===== src/rtl/kernel_pingpong_ctrl_if.sv =====
// AXI-Stream kernel-word channel feeding the ping-pong kernel buffer controller.
// A beat transfers on any rising clk edge where tvalid and tready are both high.
interface kernel_pingpong_ctrl_if #(
    parameter int DATA_W = 72
);
    logic [DATA_W-1:0] tdata;
    logic              tvalid;
    logic              tlast;
    logic              tready;

    modport master (output tdata, output tvalid, output tlast, input tready);
    modport slave  (input tdata, input tvalid, input tlast, output tready);
endinterface


===== src/rtl/kernel_pingpong_ctrl.sv =====
// Double-buffered kernel BRAM controller: one bank is filled from AXI-Stream while
// the MAC array reads channel addresses from the other bank.
module kernel_pingpong_ctrl #(
    parameter int DATA_W = 72,
    parameter int MAX_CH = 256,
    parameter int CNT_W  = 8
) (
    input  logic                  clk,
    input  logic                  Reset,
    input  logic                  flush,
    input  logic [CNT_W:0]        channel_size,
    input  logic                  load_req,
    input  logic                  next_ch,
    kernel_pingpong_ctrl_if.slave s_axis,
    output logic                  wea,
    output logic [CNT_W:0]        addra,
    output logic [DATA_W-1:0]     dina,
    output logic                  enb,
    output logic [CNT_W:0]        addrb,
    output logic                  kernel_ready,
    output logic                  load_done,
    output logic                  last_channel,
    output logic                  tlast_err,
    output logic [1:0]            w_state_dbg
);
    typedef enum logic [1:0] {
        W_IDLE = 2'd0,
        W_LOAD = 2'd1,
        W_DONE = 2'd2
    } w_state_t;

    w_state_t         w_state;
    logic [1:0]       full;
    logic [CNT_W:0]   len_q [0:1];
    logic             wr_bank;
    logic             rd_bank;
    logic [CNT_W-1:0] wr_cnt;
    logic [CNT_W-1:0] rd_cnt;

    logic             beat;
    logic             wr_final;
    logic             rd_step;
    logic             rd_release;
    logic             size_ok;
    logic [CNT_W:0]   wr_len_m1;
    logic [CNT_W:0]   rd_len_m1;

    assign wr_len_m1  = len_q[wr_bank] - 1'b1;
    assign rd_len_m1  = len_q[rd_bank] - 1'b1;
    assign size_ok    = (channel_size != '0) && (channel_size <= (CNT_W+1)'(MAX_CH));

    // A load only ever targets an empty bank, so being in W_LOAD is sufficient for ready.
    assign s_axis.tready = (w_state == W_LOAD);
    assign beat          = s_axis.tready & s_axis.tvalid;
    assign wr_final      = ({1'b0, wr_cnt} == wr_len_m1);

    assign wea   = beat;
    assign addra = {wr_bank, wr_cnt};
    assign dina  = s_axis.tdata;

    assign kernel_ready = full[rd_bank];
    assign enb          = kernel_ready;
    assign addrb        = {rd_bank, rd_cnt};
    assign rd_step      = next_ch & kernel_ready;
    assign rd_release   = rd_step & ({1'b0, rd_cnt} == rd_len_m1);
    assign last_channel = rd_release;

    assign w_state_dbg = w_state;

    always_ff @(posedge clk or negedge Reset) begin
        if (!Reset) begin
            w_state   <= W_IDLE;
            full      <= 2'b00;
            len_q[0]  <= '0;
            len_q[1]  <= '0;
            wr_bank   <= 1'b0;
            rd_bank   <= 1'b0;
            wr_cnt    <= '0;
            rd_cnt    <= '0;
            load_done <= 1'b0;
            tlast_err <= 1'b0;
        end else if (flush) begin
            w_state   <= W_IDLE;
            full      <= 2'b00;
            wr_bank   <= 1'b0;
            rd_bank   <= 1'b0;
            wr_cnt    <= '0;
            rd_cnt    <= '0;
            load_done <= 1'b0;
            tlast_err <= 1'b0;
        end else begin
            load_done <= 1'b0;
            case (w_state)
                W_IDLE: begin
                    if (load_req && !full[wr_bank] && size_ok) begin
                        len_q[wr_bank] <= channel_size;
                        wr_cnt         <= '0;
                        w_state        <= W_LOAD;
                    end
                end
                W_LOAD: begin
                    if (beat) begin
                        // The beat count terminates the set; tlast is only cross-checked.
                        if (s_axis.tlast != wr_final) tlast_err <= 1'b1;
                        if (wr_final) begin
                            full[wr_bank] <= 1'b1;
                            wr_bank       <= ~wr_bank;
                            wr_cnt        <= '0;
                            load_done     <= 1'b1;
                            w_state       <= W_DONE;
                        end else begin
                            wr_cnt <= wr_cnt + 1'b1;
                        end
                    end
                end
                W_DONE:  w_state <= W_IDLE;
                default: w_state <= W_IDLE;
            endcase

            // Write completion and read release never hit the same bank.
            if (rd_release) begin
                rd_cnt        <= '0;
                full[rd_bank] <= 1'b0;
                rd_bank       <= ~rd_bank;
            end else if (rd_step) begin
                rd_cnt <= rd_cnt + 1'b1;
            end
        end
    end
endmodule


===== src/flat_wrapper.sv =====
// flat-port wrapper written by rule: the top's interface ports become plain ports
module kernel_pingpong_ctrl_flat 
#(
    parameter int DATA_W = 72,
    parameter int MAX_CH = 256,
    parameter int CNT_W  = 8
)
  (clk, Reset, flush, channel_size, load_req, next_ch, wea, addra, dina, enb, addrb, kernel_ready, load_done, last_channel, tlast_err, w_state_dbg, s_axis_tdata, s_axis_tvalid, s_axis_tlast, s_axis_tready);
  kernel_pingpong_ctrl_if #(.DATA_W(DATA_W)) s_axis_i ();
  input  logic clk;
  input  logic Reset;
  input  logic flush;
  input  logic [CNT_W:0] channel_size;
  input  logic load_req;
  input  logic next_ch;
  output logic wea;
  output logic [CNT_W:0] addra;
  output logic [DATA_W-1:0] dina;
  output logic enb;
  output logic [CNT_W:0] addrb;
  output logic kernel_ready;
  output logic load_done;
  output logic last_channel;
  output logic tlast_err;
  output logic [1:0] w_state_dbg;
  input wire logic [$bits(s_axis_i.tdata)-1:0] s_axis_tdata;
  input wire logic [$bits(s_axis_i.tvalid)-1:0] s_axis_tvalid;
  input wire logic [$bits(s_axis_i.tlast)-1:0] s_axis_tlast;
  output wire logic [$bits(s_axis_i.tready)-1:0] s_axis_tready;
  assign s_axis_i.tdata = s_axis_tdata;
  assign s_axis_i.tvalid = s_axis_tvalid;
  assign s_axis_i.tlast = s_axis_tlast;
  assign s_axis_tready = s_axis_i.tready;
  kernel_pingpong_ctrl #(.DATA_W(DATA_W), .MAX_CH(MAX_CH), .CNT_W(CNT_W)) u_core (.clk(clk), .Reset(Reset), .flush(flush), .channel_size(channel_size), .load_req(load_req), .next_ch(next_ch), .s_axis(s_axis_i), .wea(wea), .addra(addra), .dina(dina), .enb(enb), .addrb(addrb), .kernel_ready(kernel_ready), .load_done(load_done), .last_channel(last_channel), .tlast_err(tlast_err), .w_state_dbg(w_state_dbg));
endmodule

===== config.mk =====
export PLATFORM = sky130hd
export DESIGN_NAME = kernel_pingpong_ctrl_flat
export DESIGN_NICKNAME = d
export VERILOG_FILES = /design/src/rtl/kernel_pingpong_ctrl_if.sv /design/src/rtl/kernel_pingpong_ctrl.sv /design/src/flat_wrapper.sv
export SDC_FILE = /design/constraint.sdc
export NUM_CORES = 1
export LEC_CHECK = 0
export BUFFER_PORTS_ARGS = -buffer_cell sky130_fd_sc_hd__buf_2
export CAP_MARGIN = 10
export CORE_UTILIZATION = 49
export CTS_CLUSTER_DIAMETER = 150
export DETAILED_ROUTE_END_ITERATION = 16
export GPL_TIMING_DRIVEN = 0
export HOLD_SLACK_MARGIN = 0.06
export MAX_ROUTING_LAYER = met4
export PLACE_DENSITY = 0.85
export SETUP_SLACK_MARGIN = 0.15
export SYNTH_ARGS = -nofsm -noshare
export SYNTH_HDL_FRONTEND = slang
export SYNTH_SLANG_ARGS = --single-unit

===== constraint.sdc =====
create_clock -name clk -period 7.1 [get_ports clk]
set_input_delay 0 -clock clk [delete_from_list [all_inputs] [get_ports clk]]
set_output_delay 0 -clock clk [all_outputs]
set_load 0.02 [all_outputs]

==> results of run 1 <==
power groups by stage:
stage / registers (mW) / logic, mW / clock network [mW]
after floorplan: 0.275 / 0.182 / 0
after global placement: 0.280 / 0.228 / 0
after detailed placement: 0.282 / 0.235 / 0
after CTS: 0.277 / 0.243 / 0.158
after global routing: 0.280 / 0.264 / 0.166
final: 0.279 / 0.243 / 0.155
sequential cells by signal, summed over array words and instances (netlist names):
name                cells
u_core.len_q           18
u_core.rd_cnt           8
u_core.wr_cnt           8
u_core.full             2
u_core.w_state_dbg      2
u_core.load_done        1
u_core.rd_bank          1
u_core.tlast_err        1
u_core.wr_bank          1
cell usage in the layout (no fill, tap or decap), drive strengths merged, types with 3 or more instances in the layout:
cell type and count:
nand2b 3, xnor2 14, or2 3, o22ai 6
ha 4, nand3 17, nor2 14, buf 195
a31oi 5, o21ai 16, clkbuf 10, mux2i 14
dlygate4sd3 12, nand2 13, mux2 19, o21a 4
a21oi 8, nor4 4, nor3 17, dfrtp 42
nor3b 6, or3 10, or4 4, and3 5
nand4 3, inv 14, xor2 11
critical path, delay by kind of cell, from the launching register on:
kind / cells / cell delay [ps]
DFF: 1 / 390
AOI/OAI and AO/OA: 1 / 550
buffers and inverters: 3 / 710
adders and majority gates: 1 / 250
and+or+nand+nor: 4 / 850
xor gates and xnor gates: 2 / 290
muxes: 1 / 260
stage by stage:
step,instance area (um^2),instances
floorplan,3388,365
global placement,4050,555
detailed placement,4050,555
CTS,4257,575
global route,4257,575
finish,4257,575
per-layer routing:
layer / GRT usage [%] / up-vias / part of all wire [%]
met3: 3.599 / 16 / 9.6
li1: - / 1477 / -
met5: - / - / 0
met2: 43.33 / 192 / 52
met1: 27.70 / 1492 / 37
met4: 7.858 / 0 / 1.5
cell families after synthesis:
group	synth area share [%]
simple gates	18.35
fa+ha+maj	1.477
compound gates	11.15
xor+xnor	7.792
buf+inv	19.76
flops	31.02
mux	10.45
area by class of cell:
type | instances | area [um^2]
plain buffers | 86 | 616.8
repair buffers | 125 | 685.7
flip-flops and latches | 42 | 1051
inverters | 14 | 52.55
well taps | 77 | 96.34
clock inverters | 2 | 13.76
multi-input cells | 223 | 1668
clock buffers | 6 | 72.57
fillers | 530 | 2238
worst max-delay path by stage:
stage                               from          endpoint  slack [ps]  depth (start not counted)
after floorplan           u_core.rd_bank  u_core.rd_cnt[2]        4190                         12
after global placement    u_core.rd_bank  u_core.rd_cnt[6]        3880                         12
after detailed placement  u_core.rd_bank  u_core.rd_cnt[5]        3790                         12
after CTS                 u_core.rd_bank  u_core.rd_cnt[4]        3740                         12
after global routing      u_core.rd_bank  u_core.rd_cnt[4]        3460                         12
final                     u_core.rd_bank  u_core.rd_cnt[4]        3670                         12
==> impl_metrics.env, run 1 <==
export IMPL_r2r_setup_slack_ps=3670
export IMPL_yosys_area_top_type="dfrtp_1"
export IMPL_synthesis_instances=365
export IMPL_max_slew_worst_pin_slew_ps=940.5
export IMPL_grt_first_pass_wirelength_um=13490
export IMPL_end_kind="flop"
export IMPL_power_switching_uw=239.5
export IMPL_crit_chain="buf_4 > buf_2 > mux2i_1 > ha_1 > xor2_1 > xnor2_1 > nor4_1 > nand3_1 > a2111oi_4 > or2_0 > clkbuf_1 > nor2_1"
export IMPL_final_setup_viol_count=0
export IMPL_skew_ps=9.363
export IMPL_cts_num_sinks=42
export IMPL_firstDrtPassIters=4
export IMPL_clk_pin_slew_worst_paths_ps=90
export IMPL_cts_root_buf="clkbuf_8"
export IMPL_power_switching_share_pct=35.41
export IMPL_worst_setup_path_type="flop to flop"
export IMPL_whs_path_depth=3
export IMPL_final_antenna_net_count=0
export IMPL_die_width_um=85.16
export IMPL_vias_per_cell=5.525
export IMPL_post_cts_buffers=0
export IMPL_insertion_delay_ps=300
export IMPL_die_h_um=85.16
export IMPL_cpPeakStageDelay_ps=550
export IMPL_syn_cell_area_um2=3388
export IMPL_initial_core_util_pct=52.17
export IMPL_fin_tns_setup_ps=0
export IMPL_power_density_nw_per_um2=158.9
export IMPL_synth_edf_count=0
export IMPL_utilization_pct=65.54
export IMPL_vdd_ir_drop_max_v=0.0001269
export IMPL_ctsHtreeMaxLevel=2
export IMPL_synth_distinct_cells=54
export IMPL_hold_start="s_axis_tvalid"
export IMPL_ctsLongestPathBuffers=2
export IMPL_synth_async_reset_ratio_pct=100.0
export IMPL_worst_slack_ps=3669
export IMPL_totalPowerFinal_uw=676.4
export IMPL_grt_overflow=0
export IMPL_dp_final_hpwl_um=6525
export IMPL_power_leakage_nw=2.081
export IMPL_portBuffers=113
export IMPL_nets=589
export IMPL_cts_tree="done"
export IMPL_syn_nets=457
export IMPL_route_vias_total=3177
export IMPL_slowest_stage="a2111oi_4"
export IMPL_hold_ws_ps=117.7
export IMPL_grt_max_degree=43
export IMPL_grt_usage_pct=24.19
export IMPL_pwr_share_seq_pct=41.2
export IMPL_postCtsResizedCells=0
export IMPL_cp_max_fo=10
export IMPL_hold_path_endpoint="u_core.load_done"
export IMPL_slew_headroom_pct=37.30
export IMPL_synth_main_ff_cell="dfrtp_1"
export IMPL_hold_viol=0
export IMPL_die_area_um2=7251
export IMPL_rsz0062_at_grt="no"
export IMPL_rows=29
export IMPL_drive_gt1_share_pct=47.39
export IMPL_synth_seq_area_share_pct=31.02
export IMPL_comb_power_share_pct=36.0
export IMPL_status="completed"
export IMPL_syn_area_per_cell_um2=9.283
export IMPL_ys_top_cells_by_count="77 x buf_4, 42 x dfrtp_1, 19 x mux2_2, 17 x nand3_1"
export IMPL_ctsHoldBuffers=12
export IMPL_hp_class="primary input to flop"
export IMPL_ys_warn_count=0
export IMPL_yosysMostFrequentCell="buf_4"
export IMPL_remaining_drc_errors=0
export IMPL_drt_wl_total_um=8685
export IMPL_pin_count=187
export IMPL_fmax_mhz=291.5
export IMPL_antenna_found_initial=0
export IMPL_rr_worst_depth=12
export IMPL_ys_ff_latch=42
export IMPL_reg2reg_to="u_core.rd_cnt[4]"
export IMPL_yosys_top_cells_area="dfrtp_1 31%, buf_4 17%, mux2_2 6.3%"
export IMPL_drv_cap=0
export IMPL_synth_top_cell_area_share_pct=31.02
export IMPL_cp_required_ps=7290
export IMPL_critPathLaunchType="flop"
export IMPL_power_share_clock_pct=22.9
export IMPL_diodes=0
export IMPL_slew_viol_final=0
export IMPL_p_int_uw=436.9
export IMPL_cts_buffers=5
export IMPL_r2r_start="u_core.rd_bank"
export IMPL_grt_pass1_vias=3007
export IMPL_place_congestion=0.8762
export IMPL_worstPathArrival_ps=3620
export IMPL_period_needed_ps=3431
export IMPL_wl_per_cell_um=15.10
export IMPL_pre_cts_slack_ps=3786
export IMPL_initialDrtViolationCount=266
export IMPL_syn_to_final_growth_pct=25.63
export IMPL_core_area_um2=6495
export IMPL_min_period_over_period_pct=48.32
Note: power is estimated with default switching activity, not from simulation.
==> inputs of run 2 (changes only) <==
ABC_AREA = 1   (was unset)
CORE_UTILIZATION = 46   (was 49)
PLACE_DENSITY = 0.8   (was 0.85)
clock period = 3.5 ns   (was 7.1 ns; I/O delays follow)
==> impl_metrics.env, run 2 <==
export IMPL_status="completed"
export IMPL_drv_cap=0
export IMPL_place_area_um2=4104
export IMPL_firstDrtPassIters=4
export IMPL_largest_register_ffs=18
export IMPL_slew_headroom_pct=36.25
export IMPL_final_setup_viol_count=0
export IMPL_hp_class="primary input to flop"
export IMPL_reg_largest_list="u_core.len_q: 18 flops, u_core.rd_cnt: 8 flops, u_core.wr_cnt: 8 flops"
export IMPL_wl_per_cell_um=11.55
export IMPL_synth_edf_count=0
export IMPL_grt_usage_pct=22.58
export IMPL_insertion_delay_ps=300
export IMPL_initial_core_util_pct=47.26
export IMPL_stdcell_count=741
export IMPL_grt_first_pass_wirelength_um=13250
export IMPL_cp_max_fo=10
export IMPL_portBuffers=114
export IMPL_ctsHtreeMaxLevel=2
export IMPL_path_buf_inv=4
export IMPL_dp_final_hpwl_um=6950
export IMPL_post_cts_buffers=0
export IMPL_die_width_um=88.09
export IMPL_slew_viol_final=0
export IMPL_rsz0062_at_grt="no"
export IMPL_core_area_um2=7214
export IMPL_initialDrtViolationCount=131
export IMPL_final_antenna_net_count=0
export IMPL_worst_slack_ps=523.2
export IMPL_regMostFlops="u_core.len_q"
export IMPL_synth_distinct_cells=27
export IMPL_drive_gt1_share_pct=34.74
export IMPL_cts_buffers=5
export IMPL_nets=733
export IMPL_cp_top_family="simple AND/OR/NAND/NOR gates"
export IMPL_power_leakage_nw=2.431
export IMPL_drt_wl_total_um=8561
export IMPL_grt_pass1_vias=3148
export IMPL_cp_required_ps=3500
export IMPL_cts_root_buf="clkbuf_8"
export IMPL_vias_per_cell=4.746
export IMPL_clk_pin_slew_worst_paths_ps=80
export IMPL_design_area_um2=4315
export IMPL_syn_nets=600
export IMPL_place_inst=721
export IMPL_yosysMostFrequentCell="nand2_1"
export IMPL_route_vias_total=3517
export IMPL_cts_tree="done"
export IMPL_hold_viol=0
export IMPL_place_congestion=0.9045
export IMPL_pin_count=187
export IMPL_power_density_nw_per_um2=340.8
export IMPL_cts_num_sinks=42
export IMPL_fmax_mhz=335.9
export IMPL_antenna_found_initial=0
export IMPL_slowest_stage="dfrtp_1"
export IMPL_skew_ps=10.01
export IMPL_syn_cell_area_um2=3410
export IMPL_ys_warn_count=0
export IMPL_syn_to_final_growth_pct=26.57
export IMPL_worst_setup_path_type="flop to primary output"
export IMPL_vdd_ir_drop_max_v=0.0002655
export IMPL_remaining_drc_errors=0
export IMPL_synth_main_ff_cell="dfrtp_1"
export IMPL_min_period_over_period_pct=85.05
export IMPL_die_area_um2=7760
export IMPL_crit_chain="buf_4 > o21ai_1 > inv_1 > ha_1 > xor2_1 > nand2_1 > nor2_1 > nand2_1 > nor2_1 > nand2_1 > nor2_1 > nand2_2 > inv_1 > buf_2"
export IMPL_die_h_um=88.09
export IMPL_pre_cts_slack_ps=554.5
export IMPL_rows=31
export IMPL_end_kind="primary output"
export IMPL_max_slew_worst_pin_slew_ps=956.3
export IMPL_final_common_cell="nand2_1"
export IMPL_synth_seq_area_share_pct=30.83
export IMPL_synth_top_cell_area_share_pct=30.83
export IMPL_totalPowerFinal_mw=1.471
export IMPL_final_cell_mix="148 x nand2_1, 115 x buf_2, 78 x buf_4, 57 x inv_1"
export IMPL_fin_tns_setup_ps=0
export IMPL_period_needed_ps=2977
export IMPL_yosys_top_cells_area="dfrtp_1 31%, buf_4 17%, nand2_1 16%"
export IMPL_ys_ff_latch=42
export IMPL_syn_area_per_cell_um2=6.712
export IMPL_synthesis_instances=508
export IMPL_ctsLongestPathBuffers=2
export IMPL_synth_async_reset_ratio_pct=100.0
export IMPL_critPathLaunchType="flop"
export IMPL_grt_overflow=0
export IMPL_diodes=0
export IMPL_yosys_area_top_type="dfrtp_1"
export IMPL_grt_max_degree=43
export IMPL_ys_top_cells_by_count="148 x nand2_1, 78 x buf_4, 57 x inv_1, 42 x dfrtp_1, 42 x nor2_1"
export IMPL_worstPathArrival_ps=2980
export IMPL_cpPeakStageDelay_ps=450
-- run 2: cell count changes in the layout (fill, tap and decap cells not counted), sizes merged, moves of 5 or more --
cell	change
nand2	+142
inv	+47
nor2	+32
o21ai	+23
nand3	+20
mux2	-14
mux2i	-14
nor3	-12
xnor2	-12
or3	-10
nor3b	-6
o22ai	-6
a31oi	-5
-- run 2: through the flow --
step           utilization [%]  hold WS, ps
2_1_floorplan                -       -295.6
3_3_place_gp             56.89        192.8
3_5_place_dp             56.89        210.7
4_1_cts                  59.82        106.0
5_1_grt                  59.82        155.3
6_report                 59.82        107.1
-- run 2: final cells by class --
cell class,instances,area [um^2]
fill,686,2899
multi-input combinational,323,1520
sequential,42,1051
timing repair buffer,126,690.7
buffer,82,609.3
inverter,61,229.0
tap,99,123.9
clock buffer,7,86.33
clock inverter,1,5.005
-- run 2: report_power, final --
group	switching, mW	internal [mW]	total (mW)
clock	0.176	0.160	0.335
sequential	0.0239	0.518	0.542
combinational	0.363	0.230	0.593
total	0.563	0.908	1.47
-- run 2: what timing repair did --
action / CTS / global route
hold endpoints to repair: 62 / 0
resized for setup: 0 / 1
endpoints found under the setup margin: 0 / 1
hold buffers: 12 / 0
-- run 2: worst min-delay path: stages --
cell     delay (ps)
buf_2            90
inv_1            40
nor2_1           70
nand3_1         110
o21ai_1          60
-- run 2: worst paths after layout --
check / start / cells past startpoint / slack (ps) / endpoint
max: u_core.rd_bank / 14 / 520 / last_channel
min: next_ch / 5 / 110 / u_core.rd_cnt[7]
max reg2reg: u_core.wr_bank / 17 / 630 / u_core.tlast_err
min reg2reg: u_core.len_q[16] / 1 / 540 / u_core.len_q[16]
max in group asynchronous: Reset / 2 / 2520 / u_core.len_q[12]
min in group asynchronous: Reset / 2 / 380 / u_core.rd_cnt[5]
-- run 2: kinds of logic after synthesis --
| group | count (synthesis) | synth area share (%) |
|---|---|---|
| AND/OR/NAND/NOR | 254 | 31.38 |
| buffers and inverters | 143 | 24.59 |
| AO/OA/AOI/OAI | 50 | 7.523 |
| flip-flops | 42 | 30.83 |
| XOR/XNOR | 10 | 2.569 |
| multiplexers | 5 | 1.651 |
| adder cells (fa/ha/maj) | 4 | 1.468 |
-- run 2: routing by layer --
layer | share of wire, % | wire length, um | vias to the layer above | track usage, %
li1 | - | - | 1777 | -
met1 | 42 | 3618 | 1606 | 26.82
met5 | 0 | 0 | - | -
met2 | 50 | 4304 | 129 | 40.59
met3 | 6.6 | 568 | 5 | 2.639
met4 | 0.82 | 70 | 0 | 5.572
==> inputs of run 3 (changes only) <==
CELL_PAD_IN_SITES_DETAIL_PLACEMENT = 1   (was unset)
CELL_PAD_IN_SITES_GLOBAL_PLACEMENT = 2   (was unset)
CORE_UTILIZATION = 22   (was 46)
PLACE_DENSITY = 0.78   (was 0.8)
RECOVER_POWER = 100   (was unset)
==> impl_metrics.env, run 3 (synthesized netlist as in run 2, its figures left out) <==
export IMPL_grt_max_degree=43
export IMPL_drt_wl_total_um=10680
export IMPL_die_width_um=126.5
export IMPL_largest_register_ffs=18
export IMPL_clk_pin_slew_worst_paths_ps=70
export IMPL_diodes=0
export IMPL_rows=45
export IMPL_remaining_drc_errors=0
export IMPL_wl_per_cell_um=12.87
export IMPL_antenna_found_initial=0
export IMPL_drv_cap=1
export IMPL_portBuffers=114
export IMPL_grt_overflow=0
export IMPL_insertion_delay_ps=300
export IMPL_syn_to_final_growth_pct=28.00
export IMPL_hold_viol=0
export IMPL_die_area_um2=16000
export IMPL_skew_ps=6.772
export IMPL_initial_core_util_pct=22.51
export IMPL_min_period_over_period_pct=88.02
export IMPL_nets=733
export IMPL_pin_count=187
export IMPL_power_density_nw_per_um2=385.9
export IMPL_core_area_um2=15150
export IMPL_violations="max-capacitance violations, max-slew violations"
export IMPL_cp_required_ps=3500
export IMPL_die_h_um=126.5
export IMPL_status="complete, but fails checks"
export IMPL_slowest_stage="dfrtp_1"
export IMPL_rr_worst_depth=16
export IMPL_grt_pass1_vias=3543
export IMPL_cp_max_fo=10
export IMPL_power_leakage_nw=2.146
export IMPL_worst_slack_ps=419.2
export IMPL_place_congestion=0.8337
export IMPL_period_needed_ps=3081
export IMPL_grt_first_pass_wirelength_um=17110
export IMPL_end_kind="primary output"
export IMPL_worst_setup_path_type="flop to primary output"
export IMPL_vias_per_cell=4.329
export IMPL_final_setup_viol_count=0
export IMPL_post_cts_buffers=0
export IMPL_max_slew_worst_pin_slew_ps=2521
export IMPL_final_common_cell="nand2_1"
export IMPL_vdd_ir_drop_max_v=0.0001715
export IMPL_critPathLaunchType="flop"
export IMPL_reg_largest_list="u_core.len_q: 18 flops, u_core.rd_cnt: 8 flops, u_core.wr_cnt: 8 flops"
export IMPL_cp_num_cells=14
export IMPL_fin_tns_setup_ps=0
export IMPL_crit_chain="buf_4 > o21ai_2 > inv_1 > ha_1 > xor2_1 > nand2_1 > nor2_1 > nand2_1 > nor2_1 > nand2_1 > nor2_1 > nand2_1 > inv_1 > clkbuf_1"
export IMPL_path_buf_inv=4
export IMPL_cts_tree="done"
export IMPL_cts_num_sinks=42
export IMPL_cts_root_buf="clkbuf_16"
export IMPL_whs_path_depth=5
export IMPL_initialDrtViolationCount=124
export IMPL_route_vias_total=3593
export IMPL_dp_final_hpwl_um=8688
export IMPL_final_cell_mix="150 x nand2_1, 102 x clkbuf_1, 74 x buf_4, 57 x inv_1, 44 x nor2_1"
export IMPL_final_antenna_net_count=0
export IMPL_hp_class="primary input to flop"
export IMPL_slew_viol_final=43
export IMPL_num_fill_cells=1992
export IMPL_firstDrtPassIters=4
export IMPL_grt_usage_pct=13.85
export IMPL_cts_buffers=5
export IMPL_fmax_mhz=324.6
export IMPL_ctsHtreeMaxLevel=2
export IMPL_worstPathArrival_ps=3080
export IMPL_rsz0062_at_grt="no"
export IMPL_drive_gt1_share_pct=18.85
export IMPL_cpPeakStageDelay_ps=430
export IMPL_totalPowerFinal_mw=1.684
export IMPL_cp_top_family="simple AND/OR/NAND/NOR gates"
export IMPL_slew_headroom_pct=-68.05
export IMPL_ctsLongestPathBuffers=2
export IMPL_crit_top_cell="nand2_1"
export IMPL_pre_cts_slack_ps=376.5
export IMPL_regMostFlops="u_core.len_q"
==> run 3: cell types whose count changed in the layout (fill, tap and decap cells not counted), moves of 4 or more <==
cell       previous run  this run
clkbuf_1              3       102
clkbuf_16             0         5
clkbuf_8              6         0
buf_4                78        74
buf_2               115        17
==> run 3: per-stage QoR <==
step,std cells,hold slack (ps),util (%),cell area (um^2)
floorplan,508,-295.6,-,3410
global route,830,174.4,28.81,4364
detailed placement,810,217.6,27.83,4215
CTS,830,130.5,29.72,4501
finish,830,132.9,28.81,4364
global placement,810,218.5,27.83,4215
==> run 3: layout make-up <==
type                            count  area (um^2)  share of cell area, %
Sequential cell                    42         1051                  24.08
Tap cell                          188        235.2                  5.390
Timing Repair Buffer              126        569.3                  13.04
Buffer                             82        600.6                  13.76
Clock inverter                      3        40.04                 0.9174
Multi-Input combinational cell    323         1514                  34.69
Inverter                           61        229.0                  5.247
Clock buffer                        5        125.1                  2.867
==> run 3: repair_timing <==
action / 4_1_cts / 5_1_grt
hold endpoints to repair: 62 / 0
hold buffers: 12 / 0
endpoints found under the setup margin: 1 / 1
gates resized for setup: 1 / 1
==> run 3: worst register-to-register path: stages, from the launching register on <==
cell and delay, ps:
dfrtp_1 530, clkbuf_1 440, nand2_1 140, o21ai_2 130, ha_1 240, nand3_1 140
nor2_1 250, nand2_1 80, nand2_1 90, nand2_1 60, nand2_1 50, nand2_1 50
nor2_1 170, nand2_2 110, nand2_1 160, nand2_2 120, and3_1 160
==> run 3: worst paths after layout <==
| check | startpoint | to | slack (ps) |
|---|---|---|---|
| setup reg to reg | u_core.wr_bank | u_core.wr_cnt[5] | 470 |
| setup / recovery | u_core.rd_bank | last_channel | 420 |
| min in group asynchronous | Reset | u_core.rd_cnt[3] | 1030 |
| hold reg to reg | u_core.tlast_err | u_core.tlast_err | 530 |
| hold / removal | next_ch | u_core.rd_cnt[1] | 130 |
| max in group asynchronous | Reset | u_core.wr_cnt[6] | 1020 |
==> run 3: per-layer routing <==
metal  part of all wire, %  vias up  wire length, um  global-route usage [%]
li1                      -     1770                -                       -
met1                    46     1714             4874                   16.39
met2                    49      104             5209                   24.24
met3                   4.6        5              488                   1.982
met4                   1.0        0              109                   4.252
met5                     0        -                0                       -
==> run 3: report_power, final <==
part	internal (mW)	total (mW)	switching [mW]
clock network	0.335	0.544	0.210
registers	0.519	0.543	0.0236
logic	0.216	0.597	0.381
